<file path="src/rtl/a09_ctrl_pkg.sv">
// -----------------------------------------------------------------------------
// a09_ctrl_pkg
// Shared definitions for the instruction-fetch control path.
//   state_t      : sequencer state encoding (also driven onto the debug LEDs)
//   PC_SRC_*     : PC mux select codes
//   ADDR_SRC_*   : address mux select codes
//   strobes_t    : bundle of the active-low register/memory strobes
//   WAIT_CNT_W   : width of the memory-wait counter
// No ports (package).
// -----------------------------------------------------------------------------
package a09_ctrl_pkg;

  typedef enum logic [2:0] {
    ST_RESET   = 3'd0,
    ST_VECTOR  = 3'd1,
    ST_FETCH   = 3'd2,
    ST_MEMWAIT = 3'd3,
    ST_DECODE  = 3'd4,
    ST_EXEC    = 3'd5,
    ST_HALT    = 3'd6,
    ST_FAULT   = 3'd7
  } state_t;

  // PC mux select codes
  localparam int unsigned PC_SRC_INC    = 0;
  localparam int unsigned PC_SRC_BRANCH = 1;
  localparam int unsigned PC_SRC_VECTOR = 2;

  // Address mux select codes
  localparam int unsigned ADDR_SRC_PC = 0;
  localparam int unsigned ADDR_SRC_IR = 1;

  // Memory-wait counter width; saturates at all-ones.
  localparam int unsigned WAIT_CNT_W = 4;

  // All strobes are active-low; '1 is the idle value.
  typedef struct packed {
    logic pc_rst_n;
    logic mar_rst_n;
    logic pc_ld_n;
    logic mar_ld_n;
    logic ir_ld_n;
    logic mem_rd_n;
  } strobes_t;

  localparam strobes_t STROBES_IDLE = '1;

endpackage

</file>
<file path="src/rtl/fetch_sequencer_if.sv">
// -----------------------------------------------------------------------------
// fetch_sequencer_if
// Bundle between the fetch sequencer and the datapath / memory / execute stage.
//   Status into the sequencer : mem_rdy_i, exec_done_i, branch_i, halt_i
//   Strobes out (active-low)  : pc_rst_no, mar_rst_no, pc_ld_no, mar_ld_no,
//                               ir_ld_no, mem_rd_no
//   Selects out               : pc_src_o, addr_src_o
//   Debug / status out        : state_o, fault_o
// Modports: master = sequencer side, slave = datapath side.
//
// Handshake: mem_rd_no low is the read request and stays low for as long as
// the sequencer is waiting; mem_rdy_i high in any such cycle completes the
// read in that same cycle (ir_ld_no pulses low with it). exec_done_i high
// completes the execute phase in that cycle, and branch_i / halt_i are only
// meaningful in a cycle where exec_done_i is high. There is no back-pressure
// from the sequencer on either handshake.
// -----------------------------------------------------------------------------
interface fetch_sequencer_if #(
  parameter int PC_SelectSize   = 3,
  parameter int ADDR_SelectSize = 2
);

  logic                       mem_rdy_i;
  logic                       exec_done_i;
  logic                       branch_i;
  logic                       halt_i;

  logic                       pc_rst_no;
  logic                       mar_rst_no;
  logic                       pc_ld_no;
  logic                       mar_ld_no;
  logic                       ir_ld_no;
  logic                       mem_rd_no;
  logic [PC_SelectSize-1:0]   pc_src_o;
  logic [ADDR_SelectSize-1:0] addr_src_o;
  logic [2:0]                 state_o;
  logic                       fault_o;

  modport master (
    input  mem_rdy_i, exec_done_i, branch_i, halt_i,
    output pc_rst_no, mar_rst_no, pc_ld_no, mar_ld_no, ir_ld_no, mem_rd_no,
    output pc_src_o, addr_src_o, state_o, fault_o
  );

  modport slave (
    output mem_rdy_i, exec_done_i, branch_i, halt_i,
    input  pc_rst_no, mar_rst_no, pc_ld_no, mar_ld_no, ir_ld_no, mem_rd_no,
    input  pc_src_o, addr_src_o, state_o, fault_o
  );

endinterface

</file>
<file path="src/rtl/fetch_sequencer_wait_counter.sv">
// -----------------------------------------------------------------------------
// wait_counter
// Memory-wait cycle counter, updated on the falling clock edge.
//   clk_i      : clock (falling edge active)
//   reset_ni   : asynchronous active-low reset, clears the count
//   clear_i    : synchronous clear (wins over enable)
//   enable_i   : count up by one; holds at all-ones instead of wrapping
//   terminal_o : count equals LIMIT-1, i.e. the last permitted wait cycle
// -----------------------------------------------------------------------------
module wait_counter
  import a09_ctrl_pkg::*;
#(
  parameter int unsigned LIMIT = 15
) (
  input  logic clk_i,
  input  logic reset_ni,
  input  logic clear_i,
  input  logic enable_i,
  output logic terminal_o
);

  localparam logic [WAIT_CNT_W-1:0] CNT_MAX  = '1;
  localparam logic [WAIT_CNT_W-1:0] CNT_TERM = WAIT_CNT_W'(LIMIT - 1);

  logic [WAIT_CNT_W-1:0] count_q;

  always_ff @(negedge clk_i or negedge reset_ni) begin
    if (!reset_ni) begin
      count_q <= '0;
    end else if (clear_i) begin
      count_q <= '0;
    end else if (enable_i && (count_q != CNT_MAX)) begin
      count_q <= count_q + 1'b1;
    end
  end

  assign terminal_o = (count_q == CNT_TERM);

endmodule

</file>
<file path="src/rtl/fetch_sequencer.sv">
// -----------------------------------------------------------------------------
// fetch_sequencer
// Control FSM for the fetch / decode / execute loop of a small CPU.
//   clk_i    : single clock, all state changes on the falling edge
//   reset_ni : asynchronous active-low reset -> RESET state, fault cleared
//   bus      : fetch_sequencer_if.master
//              in : mem_rdy_i, exec_done_i, branch_i, halt_i
//              out: active-low strobes, pc_src_o, addr_src_o,
//                   state_o (debug LEDs), fault_o (sticky timeout fault)
// Sequence: RESET -> VECTOR -> FETCH -> MEMWAIT -> DECODE -> EXEC -> FETCH ...
// with HALT and FAULT as absorbing states left only through reset.
// -----------------------------------------------------------------------------
module fetch_sequencer
  import a09_ctrl_pkg::*;
#(
  parameter int PC_SelectSize   = 3,
  parameter int ADDR_SelectSize = 2,
  parameter int MEM_TIMEOUT     = 15
) (
  input  logic                clk_i,
  input  logic                reset_ni,
  fetch_sequencer_if.master   bus
);

  state_t                     state_q;
  state_t                     state_d;
  logic                       fault_q;
  logic                       cnt_clear;
  logic                       cnt_en;
  logic                       wait_term;
  strobes_t                   strb;
  logic [PC_SelectSize-1:0]   pc_src;
  logic [ADDR_SelectSize-1:0] addr_src;

  wait_counter #(
    .LIMIT (MEM_TIMEOUT)
  ) u_wait_counter (
    .clk_i      (clk_i),
    .reset_ni   (reset_ni),
    .clear_i    (cnt_clear),
    .enable_i   (cnt_en),
    .terminal_o (wait_term)
  );

  // State register. The fault flag is set on entry to FAULT; since FAULT
  // only exits through reset, it stays set until reset.
  always_ff @(negedge clk_i or negedge reset_ni) begin
    if (!reset_ni) begin
      state_q <= ST_RESET;
      fault_q <= 1'b0;
    end else begin
      state_q <= state_d;
      fault_q <= fault_q | (state_d == ST_FAULT);
    end
  end

  // Next-state logic and wait-counter control.
  always_comb begin
    state_d   = state_q;
    cnt_clear = 1'b0;
    cnt_en    = 1'b0;
    case (state_q)
      ST_RESET:  state_d = ST_VECTOR;
      ST_VECTOR: state_d = ST_FETCH;
      ST_FETCH: begin
        state_d   = ST_MEMWAIT;
        cnt_clear = 1'b1;
      end
      ST_MEMWAIT: begin
        // Data arriving on the last permitted cycle still wins over timeout.
        if (bus.mem_rdy_i) begin
          state_d = ST_DECODE;
        end else begin
          cnt_en = 1'b1;
          if (wait_term) state_d = ST_FAULT;
        end
      end
      ST_DECODE: state_d = ST_EXEC;
      ST_EXEC: begin
        if (bus.exec_done_i) state_d = bus.halt_i ? ST_HALT : ST_FETCH;
      end
      ST_HALT:  state_d = ST_HALT;
      ST_FAULT: state_d = ST_FAULT;
      default:  state_d = ST_RESET;
    endcase
  end

  // Output logic. IR load in MEMWAIT and the branch load in EXEC depend on
  // the current inputs (Mealy); everything else follows the state alone.
  always_comb begin
    strb     = STROBES_IDLE;
    pc_src   = PC_SelectSize'(PC_SRC_INC);
    addr_src = ADDR_SelectSize'(ADDR_SRC_PC);
    case (state_q)
      ST_RESET: begin
        strb.pc_rst_n  = 1'b0;
        strb.mar_rst_n = 1'b0;
      end
      ST_VECTOR: begin
        pc_src       = PC_SelectSize'(PC_SRC_VECTOR);
        strb.pc_ld_n = 1'b0;
      end
      ST_FETCH: begin
        addr_src      = ADDR_SelectSize'(ADDR_SRC_PC);
        strb.mar_ld_n = 1'b0;
      end
      ST_MEMWAIT: begin
        strb.mem_rd_n = 1'b0;
        if (bus.mem_rdy_i) strb.ir_ld_n = 1'b0;
      end
      ST_DECODE: begin
        pc_src       = PC_SelectSize'(PC_SRC_INC);
        strb.pc_ld_n = 1'b0;
      end
      ST_EXEC: begin
        if (bus.exec_done_i && bus.branch_i) begin
          pc_src       = PC_SelectSize'(PC_SRC_BRANCH);
          strb.pc_ld_n = 1'b0;
        end
      end
      default: begin
        strb = STROBES_IDLE;
      end
    endcase
  end

  assign bus.pc_rst_no  = strb.pc_rst_n;
  assign bus.mar_rst_no = strb.mar_rst_n;
  assign bus.pc_ld_no   = strb.pc_ld_n;
  assign bus.mar_ld_no  = strb.mar_ld_n;
  assign bus.ir_ld_no   = strb.ir_ld_n;
  assign bus.mem_rd_no  = strb.mem_rd_n;
  assign bus.pc_src_o   = pc_src;
  assign bus.addr_src_o = addr_src;
  assign bus.state_o    = state_q;
  assign bus.fault_o    = fault_q;

endmodule
</file>
<file path="src/flat_wrapper.sv">
// flat-port wrapper written by rule: the top's interface ports become plain ports
module fetch_sequencer_flat import a09_ctrl_pkg::*;
#(
  parameter int PC_SelectSize   = 3,
  parameter int ADDR_SelectSize = 2,
  parameter int MEM_TIMEOUT     = 15
)
  (clk_i, reset_ni, bus_mem_rdy_i, bus_exec_done_i, bus_branch_i, bus_halt_i, bus_pc_rst_no, bus_mar_rst_no, bus_pc_ld_no, bus_mar_ld_no, bus_ir_ld_no, bus_mem_rd_no, bus_pc_src_o, bus_addr_src_o, bus_state_o, bus_fault_o);
  fetch_sequencer_if #(.PC_SelectSize(PC_SelectSize), .ADDR_SelectSize(ADDR_SelectSize)) bus_i ();
  input  logic clk_i;
  input  logic reset_ni;
  input wire logic [$bits(bus_i.mem_rdy_i)-1:0] bus_mem_rdy_i;
  input wire logic [$bits(bus_i.exec_done_i)-1:0] bus_exec_done_i;
  input wire logic [$bits(bus_i.branch_i)-1:0] bus_branch_i;
  input wire logic [$bits(bus_i.halt_i)-1:0] bus_halt_i;
  output wire logic [$bits(bus_i.pc_rst_no)-1:0] bus_pc_rst_no;
  output wire logic [$bits(bus_i.mar_rst_no)-1:0] bus_mar_rst_no;
  output wire logic [$bits(bus_i.pc_ld_no)-1:0] bus_pc_ld_no;
  output wire logic [$bits(bus_i.mar_ld_no)-1:0] bus_mar_ld_no;
  output wire logic [$bits(bus_i.ir_ld_no)-1:0] bus_ir_ld_no;
  output wire logic [$bits(bus_i.mem_rd_no)-1:0] bus_mem_rd_no;
  output wire logic [$bits(bus_i.pc_src_o)-1:0] bus_pc_src_o;
  output wire logic [$bits(bus_i.addr_src_o)-1:0] bus_addr_src_o;
  output wire logic [$bits(bus_i.state_o)-1:0] bus_state_o;
  output wire logic [$bits(bus_i.fault_o)-1:0] bus_fault_o;
  assign bus_i.mem_rdy_i = bus_mem_rdy_i;
  assign bus_i.exec_done_i = bus_exec_done_i;
  assign bus_i.branch_i = bus_branch_i;
  assign bus_i.halt_i = bus_halt_i;
  assign bus_pc_rst_no = bus_i.pc_rst_no;
  assign bus_mar_rst_no = bus_i.mar_rst_no;
  assign bus_pc_ld_no = bus_i.pc_ld_no;
  assign bus_mar_ld_no = bus_i.mar_ld_no;
  assign bus_ir_ld_no = bus_i.ir_ld_no;
  assign bus_mem_rd_no = bus_i.mem_rd_no;
  assign bus_pc_src_o = bus_i.pc_src_o;
  assign bus_addr_src_o = bus_i.addr_src_o;
  assign bus_state_o = bus_i.state_o;
  assign bus_fault_o = bus_i.fault_o;
  fetch_sequencer #(.PC_SelectSize(PC_SelectSize), .ADDR_SelectSize(ADDR_SelectSize), .MEM_TIMEOUT(MEM_TIMEOUT)) u_core (.clk_i(clk_i), .reset_ni(reset_ni), .bus(bus_i));
endmodule
</file>
<file path="config.mk">
export PLATFORM = sky130hd
export DESIGN_NAME = fetch_sequencer_flat
export DESIGN_NICKNAME = d
export VERILOG_FILES = /design/src/rtl/a09_ctrl_pkg.sv /design/src/rtl/fetch_sequencer_if.sv /design/src/rtl/fetch_sequencer_wait_counter.sv /design/src/rtl/fetch_sequencer.sv /design/src/flat_wrapper.sv
export SDC_FILE = /design/constraint.sdc
export NUM_CORES = 1
export LEC_CHECK = 0
export ABC_AREA = 1
export CAP_MARGIN = 0
export CORE_AREA = 2 2 39 41
export DETAILED_ROUTE_END_ITERATION = 8
export DIE_AREA = 0 0 41 43
export DONT_BUFFER_PORTS = 1
export HOLD_SLACK_MARGIN = 0.03
export SYNTH_ARGS = -nofsm -noshare
export SYNTH_HDL_FRONTEND = slang
export SYNTH_SLANG_ARGS = --single-unit
</file>
<file path="constraint.sdc">
create_clock -name clk_i -period 1.3 [get_ports clk_i]
set_clock_uncertainty 0.1 [all_clocks]
set_input_delay 0.13 -clock clk_i [delete_from_list [all_inputs] [get_ports clk_i]]
set_output_delay 0.13 -clock clk_i [all_outputs]
set_load 0.02 [all_outputs]
</file>
==> metrics <==
CP required=1.07 ns; Hold Path Cell Cnt=1; Sw Share=0.4621; Top Family by Delay on Critical Path=flip-flops; status=complete, but fails checks; area of the multi-input gates=439.2 um^2; average wire per standard cell=12.42 um; H-tree Lvls=1; Power, Total=2.674 mW; vias in the first global route=564; dpl ws=-0.5193 ns; vias per cell=4.800; class of the worst hold path=primary input to primary output; fillers=89; final hold vios=0; num rows=14; Area after DPL=772.0 um^2; PortBufs=0; setup ws final=-0.7975 ns; DRC viols=0; Worst Min Path Start=bus_mem_rdy_i; first-pass GRT wire length=2277 um; ranking of synthesized cells by area=dfrtn_1, nand2_1, nand3_1, nand3_2, buf_4; r2r startpoint=u_core.bus.state_o[2]; post-route setup TNS=-9.323 ns; CTS sink cnt=8; violated checks=negative setup slack; # setup viols final=18; sequential share of power=0.173; max incr delay on CP=0.47 ns; Clk Tree Root Cell=clkbuf_4; Switch Pwr=1.236 mW; GPL Wtd Cong=0.7989; TritonRoute pass-1 iters=4; ys flop type=dfrtn_1; width of the die=41 um; Total Routing Usage GR=0.1990; Final Slew Violations=0; antenna violations before repair=0; IO Pins=21; worst reg-to-reg setup slack=-0.30 ns; share of layout cells above drive strength 1=0.5865; Worst-path clk slew=0.05 ns; Syn. warnings=0; largest net degree at the start of global routing=9; core area=0.001384 mm^2; slowest CP cell=dfrtn_1; met3 global-route usage=0.03665; P_int=1.438 mW; Leak=0.5040 nW; CP Depth=3; synthesized area=591.8 um^2; EDFF count, synth=0; hold endpoint=bus_ir_ld_no; CP Max Fanout=2; post-synthesis sequential element count=8; Initial Util=0.4277; Startpoint Class=flip-flop; maximum vdd drop=1576 uV; Final Cell Area=0.001023 mm^2; Cell Pwr Density=2613 mW/mm^2; clock power share=0.074; synth-to-layout area growth=72.94%; DRT antenna net count=0; vias=576; Nets=114; die area=0.001763 mm^2; post-synth top area share=0.3383; critical path class=flip-flop to primary output; clock buffer depth=2; FF-to-FF End=u_core.u_wait_counter.count_q[3]; GR met2 Demand/Resource=0.2938; register area share after synthesis=0.3383; wirelength, routed=1490 um; GR peak layer=met2; Critical Path End Type=primary output; arrival time worst endpoint=1.87 ns; Skew-Pair Late Insertion Delay=0.27 ns; cell depth of the worst flop-to-flop path=9; overflow left after global routing=0; Yosys top cell by area=dfrtn_1; initial drt markers=7; synth unique cells=21; TritonCTS buffer count=3; ant diodes=0; hpwl dp=980.5 um; storage element area=200.2 um^2; syn_area_per_cell=7.998 um^2; cell chain of the critical path=inv_4, nor4_4, buf_4; RSZ-0062 raised after global routing=yes; WP buf/inv=2; CTS tree=yes; post-synthesis async set-or-reset flop share=1.000; die height=43 um; Mapped Cells=74; Max Cap Viol=0; Comb pwr share=0.753; met1 Usage GRT=0.2467
==> per-stage QoR <==
step / utilization / cells / hold WS (ns)
6_report: 0.7396 / 120 / 0.2135
5_1_grt: 0.7396 / 120 / 0.2157
4_1_cts: 0.7288 / 124 / 0.2087
3_5_place_dp: 0.5579 / 106 / 0.2140
3_3_place_gp: 0.5579 / 106 / 0.2138
2_1_floorplan: - / 76 / 0.2118
==> power groups by stage <==
stage | combinational [mW] | clock (mW) | sequential, mW
CTS | 1.93 | 0.206 | 0.448
global placement | 1.37 | 0 | 0.446
global route | 2.17 | 0.219 | 0.472
floorplan | 0.822 | 0 | 0.528
finish | 2.01 | 0.198 | 0.463
detailed placement | 1.39 | 0 | 0.452
==> synthesized netlist by cell type, types with 2 or more instances <==
cell	number
dfrtn_1	8
nand2_2	2
nand3_2	3
xor2_1	2
nand3_1	11
inv_1	7
o21ai_0	2
ha_1	2
nor2_4	2
buf_4	4
nand2_1	19
nand2_4	2
inv_2	2
==> state kept, by name, summed over array words and instances (netlist names) <==
signal	flops
u_core.bus.fault_o	1
u_core.u_wait_counter.count_q	4
u_core.bus.state_o	3
==> layout by cell type (no fill, tap or decap) <==
| cell type | count |
|---|---|
| buf_8 | 1 |
| nand2_2 | 5 |
| nand2_1 | 14 |
| nor4_4 | 1 |
| buf_6 | 13 |
| conb_1 | 3 |
| nand3_2 | 3 |
| buf_12 | 1 |
| inv_2 | 2 |
| dlygate4sd3_1 | 1 |
| nand2_4 | 4 |
| inv_4 | 3 |
| dfrtn_1 | 8 |
| nand3_1 | 6 |
| o21ai_1 | 2 |
| o21ai_4 | 1 |
| clkbuf_4 | 3 |
| nor3_2 | 1 |
| xor2_1 | 2 |
| inv_1 | 5 |
| buf_4 | 14 |
| nand3_4 | 6 |
| ha_1 | 2 |
| nor2_4 | 3 |
==> routing by layer <==
metal / share of wire / vias up / wire [um]
met2: 0.52 / 12 / 780
met4: 0.0054 / 0 / 8
met1: 0.43 / 269 / 644
met3: 0.037 / 2 / 55
met5: 0 / - / 0
li1: - / 293 / -
==> final cells by class <==
class / count / share of cell area
clock buffer: 3 / 0.02200
inverter: 10 / 0.04401
multi-input combinational: 53 / 0.4291
sequential: 8 / 0.1956
tap: 16 / 0.01956
timing repair buffer: 30 / 0.2897
==> how the worst max path moves through the flow <==
| stage | startpoint | endpoint | slack, ns |
|---|---|---|---|
| finish | u_core.bus.state_o[2] | bus_pc_src_o[0] | -0.80 |
| global route | u_core.bus.state_o[2] | bus_pc_src_o[0] | -0.84 |
| CTS | u_core.bus.state_o[2] | bus_pc_src_o[1] | -0.79 |
| detailed placement | u_core.bus.state_o[1] | bus_pc_src_o[0] | -0.52 |
| global placement | u_core.bus.state_o[1] | bus_pc_src_o[0] | -0.50 |
| floorplan | u_core.bus.state_o[0] | bus_pc_src_o[0] | -0.67 |
==> logic make-up (layout without fill, tap and decap cells) <==
kind of cell | count (synthesis) | count (layout) | synth area share
buffers and inverters | 15 | 43 | 0.1374
and+or+nand+nor | 43 | 43 | 0.4207
xor gates and xnor gates | 2 | 2 | 0.02960
other | 1 | 3 | 0.006336
AOI/OAI and AO/OA | 3 | 3 | 0.02536
adders and majority gates | 2 | 2 | 0.04228
DFF | 8 | 8 | 0.3383
==> timing repair <==
item / in CTS / in global routing
gates resized for setup: 23 / 16
pin swaps: 6 / 13
hold endpoints to repair: 8 / 0
hold buffers: 1 / 0
setup buffers: 14 / 4
setup endpoints to repair: 19 / 20
No activity file was read; power rests on OpenSTA's default activity.
